<file path="config.mk">
export PLATFORM = sky130hd
export DESIGN_NAME = alu_div32
export DESIGN_NICKNAME = d
export VERILOG_FILES = /design/src/rtl/alu_div32.sv
export SDC_FILE = /design/constraint.sdc
export NUM_CORES = 1
export LEC_CHECK = 0
export CAP_MARGIN = 5
export CORE_MARGIN = 3
export CORE_UTILIZATION = 55
export CTS_CLUSTER_DIAMETER = 30
export DETAILED_ROUTE_END_ITERATION = 8
export GPL_TIMING_DRIVEN = 0
export PLACE_DENSITY = 0.8
export SETUP_SLACK_MARGIN = 0.15
export SLEW_MARGIN = 15
export SYNTH_ARGS = -nofsm -noshare
export SYNTH_HDL_FRONTEND = slang
export SYNTH_SLANG_ARGS = --single-unit
</file>
<file path="constraint.sdc">
create_clock -name clk -period 13.3 [get_ports clk]
set_clock_uncertainty 0.15 [all_clocks]
set_input_delay 1.995 -clock clk [delete_from_list [all_inputs] [get_ports clk]]
set_output_delay 1.995 -clock clk [all_outputs]
set_load 0.005 [all_outputs]
</file>
<file path="src/rtl/alu_div32.sv">
// alu_div32: iterative radix-2 restoring divider, signed or unsigned, one
// quotient bit per clock, start/busy/done handshake, ALU-style result flags.
// Optional macro ALU_DIV_EARLY_EN: skip the iteration loop when the divisor
// is zero or |dividend| < |divisor|, completing one edge after start.
module alu_div32 #(
  parameter int WIDTH = 32,
  parameter int CNT_W = 6
) (
  input  logic             clk,
  input  logic             rst,
  input  logic             start,
  input  logic [3:0]       op1,
  input  logic [WIDTH-1:0] in0,
  input  logic [WIDTH-1:0] in1,
  output logic             busy,
  output logic             done,
  output logic [WIDTH-1:0] out,
  output logic [WIDTH-1:0] rem,
  output logic             zero,
  output logic             N,
  output logic             overflow,
  output logic             divz
);

  typedef enum logic [1:0] {
    IDLE = 2'd0,
    CALC = 2'd1,
    FIX  = 2'd2
  } state_t;

  localparam logic [WIDTH-1:0] MIN_NEG = {1'b1, {(WIDTH-1){1'b0}}};

  state_t           r_state;
  state_t           w_next;

  logic [CNT_W-1:0] r_cnt;
  logic [WIDTH:0]   r_pr;      // 33-bit partial remainder
  logic [WIDTH-1:0] r_q;       // dividend bits shifting out, quotient bits shifting in
  logic [WIDTH-1:0] r_dvs;     // divisor magnitude
  logic [WIDTH-1:0] r_a_raw;   // dividend as presented, for divide-by-zero remainder
  logic             r_signed;
  logic             r_neg_a;
  logic             r_neg_b;
  logic             r_divz;
  logic             r_ovf;

  logic             r_busy;
  logic             r_done;
  logic [WIDTH-1:0] r_out;
  logic [WIDTH-1:0] r_rem;
  logic             r_zero;
  logic             r_n;
  logic             r_overflow;
  logic             r_divz_o;

  // Operand decode at the start edge
  logic             w_sgn;
  logic             w_neg_a;
  logic             w_neg_b;
  logic [WIDTH-1:0] w_mag_a;
  logic [WIDTH-1:0] w_mag_b;
  logic             w_early;

  assign w_sgn   = (op1 == 4'b0001);
  assign w_neg_a = w_sgn && in0[WIDTH-1];
  assign w_neg_b = w_sgn && in1[WIDTH-1];
  assign w_mag_a = w_neg_a ? -in0 : in0;
  assign w_mag_b = w_neg_b ? -in1 : in1;

`ifdef ALU_DIV_EARLY_EN
  assign w_early = (in1 == '0) || (w_mag_a < w_mag_b);
`else
  assign w_early = 1'b0;
`endif

  // One restoring iteration: shift, trial subtract, keep if non-negative
  logic [WIDTH+1:0] w_shift;
  logic [WIDTH+1:0] w_diff;
  logic             w_keep;

  assign w_shift = {r_pr, r_q[WIDTH-1]};
  assign w_diff  = w_shift - {2'b00, r_dvs};
  assign w_keep  = ~w_diff[WIDTH+1];

  // Sign correction and special-case overrides applied in FIX
  logic [WIDTH-1:0] w_q_fix;
  logic [WIDTH-1:0] w_r_fix;
  logic [WIDTH-1:0] w_out;
  logic [WIDTH-1:0] w_rem;

  assign w_q_fix = (r_neg_a ^ r_neg_b) ? -r_q : r_q;
  assign w_r_fix = r_neg_a ? -r_pr[WIDTH-1:0] : r_pr[WIDTH-1:0];
  assign w_out   = r_divz ? '1      : (r_ovf ? MIN_NEG : w_q_fix);
  assign w_rem   = r_divz ? r_a_raw : (r_ovf ? '0      : w_r_fix);

  // State register
  always_ff @(posedge clk or posedge rst) begin
    if (rst) r_state <= IDLE;
    else     r_state <= w_next;
  end

  // Next-state logic
  always_comb begin
    w_next = r_state;
    case (r_state)
      IDLE:    if (start) w_next = w_early ? FIX : CALC;
      CALC:    if (r_cnt == CNT_W'(WIDTH-1)) w_next = FIX;
      FIX:     w_next = IDLE;
      default: w_next = IDLE;
    endcase
  end

  // Datapath: operand latch, iteration, result registration
  always_ff @(posedge clk or posedge rst) begin
    if (rst) begin
      r_cnt      <= '0;
      r_pr       <= '0;
      r_q        <= '0;
      r_dvs      <= '0;
      r_a_raw    <= '0;
      r_signed   <= 1'b0;
      r_neg_a    <= 1'b0;
      r_neg_b    <= 1'b0;
      r_divz     <= 1'b0;
      r_ovf      <= 1'b0;
      r_busy     <= 1'b0;
      r_done     <= 1'b0;
      r_out      <= '0;
      r_rem      <= '0;
      r_zero     <= 1'b0;
      r_n        <= 1'b0;
      r_overflow <= 1'b0;
      r_divz_o   <= 1'b0;
    end else begin
      case (r_state)
        IDLE: begin
          r_done <= 1'b0;
          if (start) begin
            r_signed <= w_sgn;
            r_neg_a  <= w_neg_a;
            r_neg_b  <= w_neg_b;
            r_dvs    <= w_mag_b;
            r_a_raw  <= in0;
            r_divz   <= (in1 == '0);
            r_ovf    <= w_sgn && (in0 == MIN_NEG) && (in1 == '1);
            r_cnt    <= '0;
            r_busy   <= 1'b1;
            // Early exit lands in FIX with quotient 0 and remainder |in0|,
            // so the normal sign fix-up restores in0 as the remainder.
            if (w_early) begin
              r_pr <= {1'b0, w_mag_a};
              r_q  <= '0;
            end else begin
              r_pr <= '0;
              r_q  <= w_mag_a;
            end
          end
        end
        CALC: begin
          r_cnt <= r_cnt + 1'b1;
          if (w_keep) r_pr <= w_diff[WIDTH:0];
          else        r_pr <= w_shift[WIDTH:0];
          r_q <= {r_q[WIDTH-2:0], w_keep};
        end
        FIX: begin
          r_out      <= w_out;
          r_rem      <= w_rem;
          r_zero     <= (w_out == '0);
          r_n        <= w_out[WIDTH-1];
          r_overflow <= r_ovf && !r_divz;
          r_divz_o   <= r_divz;
          r_done     <= 1'b1;
          r_busy     <= 1'b0;
        end
        default: begin
          r_busy <= 1'b0;
          r_done <= 1'b0;
        end
      endcase
    end
  end

  assign busy     = r_busy;
  assign done     = r_done;
  assign out      = r_out;
  assign rem      = r_rem;
  assign zero     = r_zero;
  assign N        = r_n;
  assign overflow = r_overflow;
  assign divz     = r_divz_o;

endmodule
</file>
Word level (Yosys, flattened, before mapping)
Index checks and enable logic that the tools add are counted.
- register bits after elaboration: 211
- input bits: 71
- output and inout port bits: 70
- logic and storage cells: 70
- add/sub/neg operators: 6
- eq/ne operators: 8
- muxes and demuxes: 21
- bitwise logic cells: 3
- reduce and logical (&&, ||, !) cells: 14
- operator list (cell ; number):
    32-bit 2-to-1 mux ; 9
    32-bit negation ; 4
    33-bit 2-to-1 mux ; 2
    33-bit case mux with 2 select lines ; 1
    32-bit equality test (second input constant) ; 2
    32-bit logical NOT ; 2
    32-bit case mux with 2 select lines ; 1
    34-bit by 32-bit subtractor with 34-bit output ; 1
    6-bit case mux with 2 select lines ; 1
    2-bit AND reduction ; 4
    6-bit by 1-bit adder with 6-bit output (second input constant) ; 1
    6-bit by 5-bit equality test with 1-bit output (second input constant) ; 1
    6-bit 2-to-1 mux ; 1
    1-bit logical AND ; 5
    4-bit by 1-bit equality test with 1-bit output (second input constant) ; 1
    2-bit 2-to-1 mux ; 2
    2-bit inequality test (second input constant) ; 2
    1-bit case mux with 2 select lines ; 2
    2-bit case mux with 2 select lines ; 1
    2-bit by 1-bit equality test with 1-bit output (second input constant) ; 1
    2-bit equality test (second input constant) ; 1
    2-bit logical NOT ; 1
    1-bit NOT ; 2
    2-bit nonzero test ; 1
    3 further kinds ; 3

Longest topological paths before layout
Gate-level depths: netlist of the first run.
- depth after elaboration: 5
- mapped depth: 14
- gate-level depth less buffers: 13

Worst setup path before layout of the first run
No wires, ideal clock.
- path kind: input-to-reg
- from: input in1[8]
- to: register r_dvs[28]
- library setup time: 0.133 ns
- data arrival time: 3.951 ns
- data required time: 13.017 ns
- slack: 9.066 ns
- stages on the path: 9
- buffers on the path: 0
- path through: or4_1 nor3_1 nor2b_1 nand3_1 nor2_1 nand2_1 o31ai_1 xor2_1 o21ai_0
- cells in the longest elaborated chain, start to end: 2
- ends and longest elaborated chain (item ; RTL line ; source):
    start, declared ; 14 ; input logic [WIDTH-1:0] in1,
    32-bit negation ; 68 ; assign w_mag_b = w_neg_b ? -in1 : in1;
    32-bit 2-to-1 mux ; 68 ;
    end signal, assigned ; 142 ; r_dvs <= w_mag_b;
    end, declared ; 39 ; logic [WIDTH-1:0] r_dvs;
No other way between the ends.
A chain may end at the register's enable or synchronous reset.

Worst setup path after layout of the first run
- from: input in0[6]
- to: register r_q[28]
- cells in the longest elaborated chain, start to end: 4
- ends and longest elaborated chain (item ; RTL line ; source):
    start, declared ; 13 ; input logic [WIDTH-1:0] in0,
    32-bit negation ; 67 ; assign w_mag_a = w_neg_a ? -in0 : in0;
    32-bit 2-to-1 mux ; 67 ;
    32-bit 2-to-1 mux ; 138 ; if (start) begin
    32-bit case mux with 2 select lines ; 135 ; case (r_state)
    end signal, assigned ; 155 ; r_q <= w_mag_a;
    end signal, assigned ; 163 ; r_q <= {r_q[WIDTH-2:0], w_keep};
    end, declared ; 38 ; logic [WIDTH-1:0] r_q;
No other way between the ends. The select of a mux whose other input is x is not followed.

==> results.toml, run 1 <==
[global_routing]
grt-ovfl-total = 0
grt_pass1_wl_mm = 69.3
grt.total_usage = 0.335
antenna_found_initial = 0
grt_pass1_vias = 12907
grt_max_degree = 107

[clock_tree]
path_clk_slew_ps = 50
clock-root-buffer = "clkbuf_16"
cts.sinks = 210
clock_latency_ps = 570
cts_resized = 0
post-cts-setup-buffers = 0
clock_path_buffers = 3
cts.htree.levels = 2
cts_tree = "done"
cts_buffers = 50
cts_hold_buf = 0

[pwr]
switchingPower_mw = 1.51
total_power_mw = 3.83
clkPwrFrac = 0.350
powerDensity_nw_per_um2 = 226
ir_drop_mv = 0.122
p_int_mw = 2.31
p_leak_nw = 7.18
swShare = 0.395
p_seq_frac = 0.261
power_frac_comb = 0.390

[synthesis]
syn_inst = 1586
yosysWarnings = 0
ys_seq_area_frac = 0.396
synth_area_sq_um = 13300
synth_edf_count = 0
syn_area_per_cell_sq_um = 8.37
synth_ff_type = "dfrtp_1"
synth-async-reset-ratio = 1.00
syn_nets = 1696
synthDistinctLibCells = 75
ys_ff_latch = 210

[detailed_routing]
drtIter0Drc = 1486
vias = 13361
drc = 0
wl_per_cell_um = 20.7
firstDrtPassIters = 6
postRouteAntennaNets = 0
viasPerCell = 6.25
drt-total-wl_mm = 44.3

[setup_path]
worstSetupPathType = "input port to flip-flop"
ff2ff_setup_slack_ps = 9000
endpoint_kind = "flip-flop"
required_ps = 13560
reg2reg_depth = 13
crit_fanout = 6
arrival_ps = 5150
critPathLaunch = "in0[6]"
r2r-start = "r_q[31]"
cp-start-kind = "input port"
timing.rr.end = "r_pr[30]"

[run_status]
outcome = "finished, final reports clean"

[sta]
fin_crit_sh = 0.368
hold_viol_final = 0
setup_viol = 0
worst_slew_pin_slew_ps = 1150
rsz0062_at_grt = "no"
fmax_ghz = 0.204
finalCriticalPeriod_ps = 4900
slew_viol_final = 0
whs_ps = 313
fin_ws_ps = 8400
maxSlewHeadroom = 0.229
finalSetupTns_ps = 0

[cells_and_area]
layout_commonest_cell = "nand2_1"
finalNetCount = 1889
syn2layout_area_growth_pct = 27.8
final_area_sq_um = 17000
nFillCells = 1830
utilization = 0.718
instances_no_fill = 2139
layout-drive-gt1-share = 0.0654
multiInputGateArea_sq_um = 7330
ff_latch_area_sq_um = 5260
diodes = 0
most-common-layout-cells = "nand2_1, dfrtp_1, o21ai_0"

[placed_design]
dp.cells = 2046
postPlaceCellArea_sq_um = 15100
place_ws_ps = 8000
io_buffer_count = 140
dp_hpwl_mm = 32.4
routabilityCongestion = 0.972

[floorplanning]
io_pins = 141
die_h_um = 161
initial_utilization = 0.562
core-area_sq_um = 23600
die_area_sq_um = 26000
die_x_um = 161
row_count = 56

[min_path]
hold_class = "flip-flop to flip-flop"
worstHoldPathCells = 2
hold_start = "out[26]"
min_to = "out[26]"

[flow_run]
cap_violations = 0
==> flip-flops by register name (all words and copies together) (netlist names) <==
name	count
r_a_raw	32
r_dvs	32
rem	32
done	1
r_pr	33
r_neg_b	1
divz	1
r_divz	1
r_q	32
r_state	2
busy	1
r_neg_a	1
overflow	1
r_cnt	6
zero	1
out	32
r_ovf	1
==> synthesized netlist by cell type, types with 3 or more instances <==
cell type,instances,area share
or2_2,6,0.0028
nor2_1,131,0.037
a211o_1,3,0.0020
o22ai_1,21,0.0099
xor2_1,63,0.042
nand4_1,15,0.0071
or3_1,11,0.0052
a22oi_1,30,0.017
o21a_1,10,0.0057
o311ai_0,18,0.012
o22a_1,10,0.0066
a21oi_1,109,0.041
o21bai_1,6,0.0034
nand2_1,242,0.068
and3_1,5,0.0024
a211oi_1,4,0.0023
nor2b_1,6,0.0028
a221oi_1,11,0.0073
o41ai_1,9,0.0059
o21ai_1,4,0.0015
buf_1,5,0.0014
clkbuf_8,7,0.0073
o31ai_1,27,0.015
clkbuf_1,87,0.025
ha_1,38,0.036
a21o_1,11,0.0062
a31oi_1,6,0.0028
nor3_1,27,0.010
o31a_1,3,0.0020
or4_1,12,0.0068
nand2b_1,14,0.0066
a41oi_1,3,0.0020
nor4b_1,4,0.0026
mux2i_1,10,0.0075
and2_1,8,0.0038
xnor2_1,81,0.053
a32oi_1,5,0.0033
nor4_1,19,0.0090
o211ai_1,4,0.0023
dfrtp_1,210,0.40
nand3_1,39,0.015
o21ai_0,149,0.056
inv_1,63,0.018
==> how the worst max path moves through the flow <==
stage / end / depth (start not counted) / slack (ps)
floorplan: busy / 1 / 5420
global placement: r_pr[16] / 2 / 2820
detailed placement: r_q[28] / 9 / 8000
CTS: r_dvs[21] / 8 / 8490
global route: r_q[28] / 9 / 8100
finish: r_q[28] / 9 / 8400
==> critical path, cell delays in order <==
cell,delay [ps]
clkdlybuf4s50_1,520
nor4_1,430
nand4_1,270
nor4_1,720
nand2_1,260
nor3b_1,520
a21oi_1,160
xnor2_1,180
o21ai_0,100
==> per-layer routing <==
metal / vias up / part of all wire / track usage
li1: 6035 / - / -
met1: 6344 / 0.42 / 0.479
met2: 840 / 0.43 / 0.502
met3: 142 / 0.12 / 0.0803
met4: 0 / 0.034 / 0.116
met5: - / 0 / 0
==> kinds of logic (layout without fill, tap and decap cells) <==
family | Yosys count | in the layout | synth area share
buf+inv | 165 | 399 | 0.0524
mux | 11 | 11 | 0.00839
xor+xnor | 144 | 144 | 0.0950
fa+ha+maj | 39 | 39 | 0.0373
flops | 210 | 210 | 0.396
compound gates | 462 | 462 | 0.220
simple gates | 555 | 555 | 0.191
==> power by group through the flow <==
stage / sequential [mW] / clock [mW] / combinational, mW
finish: 0.998 / 1.34 / 1.49
global route: 1.01 / 1.38 / 1.64
CTS: 0.987 / 1.34 / 1.46
detailed placement: 0.992 / 0 / 1.44
global placement: 0.989 / 0 / 1.40
floorplan: 0.923 / 0 / 1.11
==> final cells by class <==
cell class / instances / share of cell area
Sequential cell: 210 / 0.310
Multi-Input combinational cell: 1211 / 0.432
Inverter: 63 / 0.0144
Buffer: 102 / 0.0271
Clock buffer: 58 / 0.0786
Timing Repair Buffer: 141 / 0.0842
Clock inverter: 35 / 0.0304
Tap cell: 319 / 0.0235
Note: power is estimated with default switching activity, not from simulation.
==> run 2: changes to the inputs <==
clock period = 4.6 ns   (was 13.3 ns; I/O delays follow)
==> results.toml, run 2 (synthesis gave the netlist of run 1 again) <==
[run_status]
outcome = "finished, final reports clean"

[pwr]
powerDensity_nw_per_um2 = 636
ir_drop_mv = 0.325
total_power_mw = 10.7
p_leak_nw = 7.13

[setup_path]
ff2ff_setup_slack_ps = 400
crit_fanout = 3
worstSetupPathType = "flip-flop to flip-flop"
cp-start-kind = "flip-flop"
required_ps = 4860
arrival_ps = 4460
r2r-start = "r_q[31]"
reg2reg_depth = 13
timing.rr.end = "r_pr[32]"
endpoint_kind = "flip-flop"

[placed_design]
postPlaceCellArea_sq_um = 15200
routabilityCongestion = 0.951
io_buffer_count = 140
dp.cells = 2051
dp_hpwl_mm = 33.3

[min_path]
worstHoldPathCells = 2
hold_start = "out[17]"
min_to = "out[17]"
hold_class = "flip-flop to flip-flop"

[sta]
maxSlewHeadroom = 0.261
finalCriticalPeriod_ps = 4200
setup_viol = 0
rsz0062_at_grt = "no"
whs_ps = 316
slew_viol_final = 0
fin_crit_sh = 0.913
worst_slew_pin_slew_ps = 1100
fmax_ghz = 0.238
hold_viol_final = 0

[cells_and_area]
nFillCells = 1833
final_area_sq_um = 16900
instances_no_fill = 2139
layout-drive-gt1-share = 0.0654
largest_reg_flops = 33
diodes = 0
syn2layout_area_growth_pct = 27.2
layout_commonest_cell = "nand2_1"
multiInputGateArea_sq_um = 7330
finalNetCount = 1892
largest_register = "r_pr"
utilization = 0.715
ff_latch_area_sq_um = 5260
most-common-layout-cells = "nand2_1, dfrtp_1, o21ai_0"

[clock_tree]
clock-root-buffer = "clkbuf_16"
cts_buffers = 48
cts_hold_buf = 0
cts.sinks = 210
clock_path_buffers = 3
path_clk_slew_ps = 50
clock_latency_ps = 550
cts.htree.levels = 2
cts_tree = "done"

[floorplanning]
initial_utilization = 0.562
io_pins = 141
row_count = 56
core-area_sq_um = 23600
die_x_um = 161
die_area_sq_um = 26000
die_h_um = 161

[detailed_routing]
drt-total-wl_mm = 44.8
postRouteAntennaNets = 0
drc = 0
drtIter0Drc = 1459
firstDrtPassIters = 7
viasPerCell = 6.26
vias = 13400
wl_per_cell_um = 21.0

[global_routing]
grt_max_degree = 36
grt_pass1_vias = 12817
grt_pass1_wl_mm = 70.1
antenna_found_initial = 0
grt-ovfl-total = 0
grt.total_usage = 0.340

[flow_run]
cap_violations = 0
==> run 2: worst max-delay path, cell delays in order, from the launching register on <==
cell      delay (ps)
dfrtp_1          410
inv_1            140
ha_1             270
inv_1             80
fa_1             430
a211oi_1         490
nor4_1           160
nor4b_1          450
o31ai_1          280
a211o_1          410
a21o_1           220
nand4_1           90
o311ai_0         170
a211o_1          310
==> run 2: routing by layer <==
layer / up-vias / GRT usage / routed length, um
met5: - / 0 / 0
met4: 0 / 0.112 / 1190
met3: 109 / 0.101 / 5640
met2: 829 / 0.507 / 19400
met1: 6415 / 0.478 / 18600
li1: 6047 / - / -
==> run 2: area by class of cell <==
type,instances,share of cell area
buffer,102,0.0272
clock buffer,55,0.0739
clock inverter,33,0.0251
inverter,63,0.0142
multi-input combinational,1211,0.434
sequential,210,0.311
tap,319,0.0236
timing repair buffer,146,0.0906
==> run 2: how the worst max path moves through the flow <==
| stage | startpoint | to | slack, ps | depth (start not counted) |
|---|---|---|---|---|
| floorplan | rst | busy | 1030 | 1 |
| detailed placement | r_q[31] | r_pr[30] | 430 | 13 |
| finish | r_q[31] | r_pr[32] | 400 | 13 |
| global route | r_pr[15] | r_pr[1] | 190 | 13 |
| CTS | r_q[31] | r_pr[30] | 380 | 13 |
| global placement | rst | r_pr[13] | -530 | 2 |
==> run 2: what timing repair did <==
action,4_1_cts,5_1_grt
gates resized for setup,0,1
setup endpoints to repair,0,1
setup buffers,0,0
==> run 2: metrics by stage <==
| step | TNS (ps) | setup WS [ps] |
|---|---|---|
| floorplan | 0 | 1030 |
| global placement | -107840 | -533 |
| detailed placement | 0 | 428 |
| CTS | 0 | 383 |
| global route | 0 | 186 |
| finish | 0 | 400 |
==> run 2: power breakdown <==
group          leakage [nW]  internal, mW  switching (mW)
Sequential             2.70          2.30           0.594
Combinational          3.63          1.75            2.58
Clock                 0.802          2.36            1.16
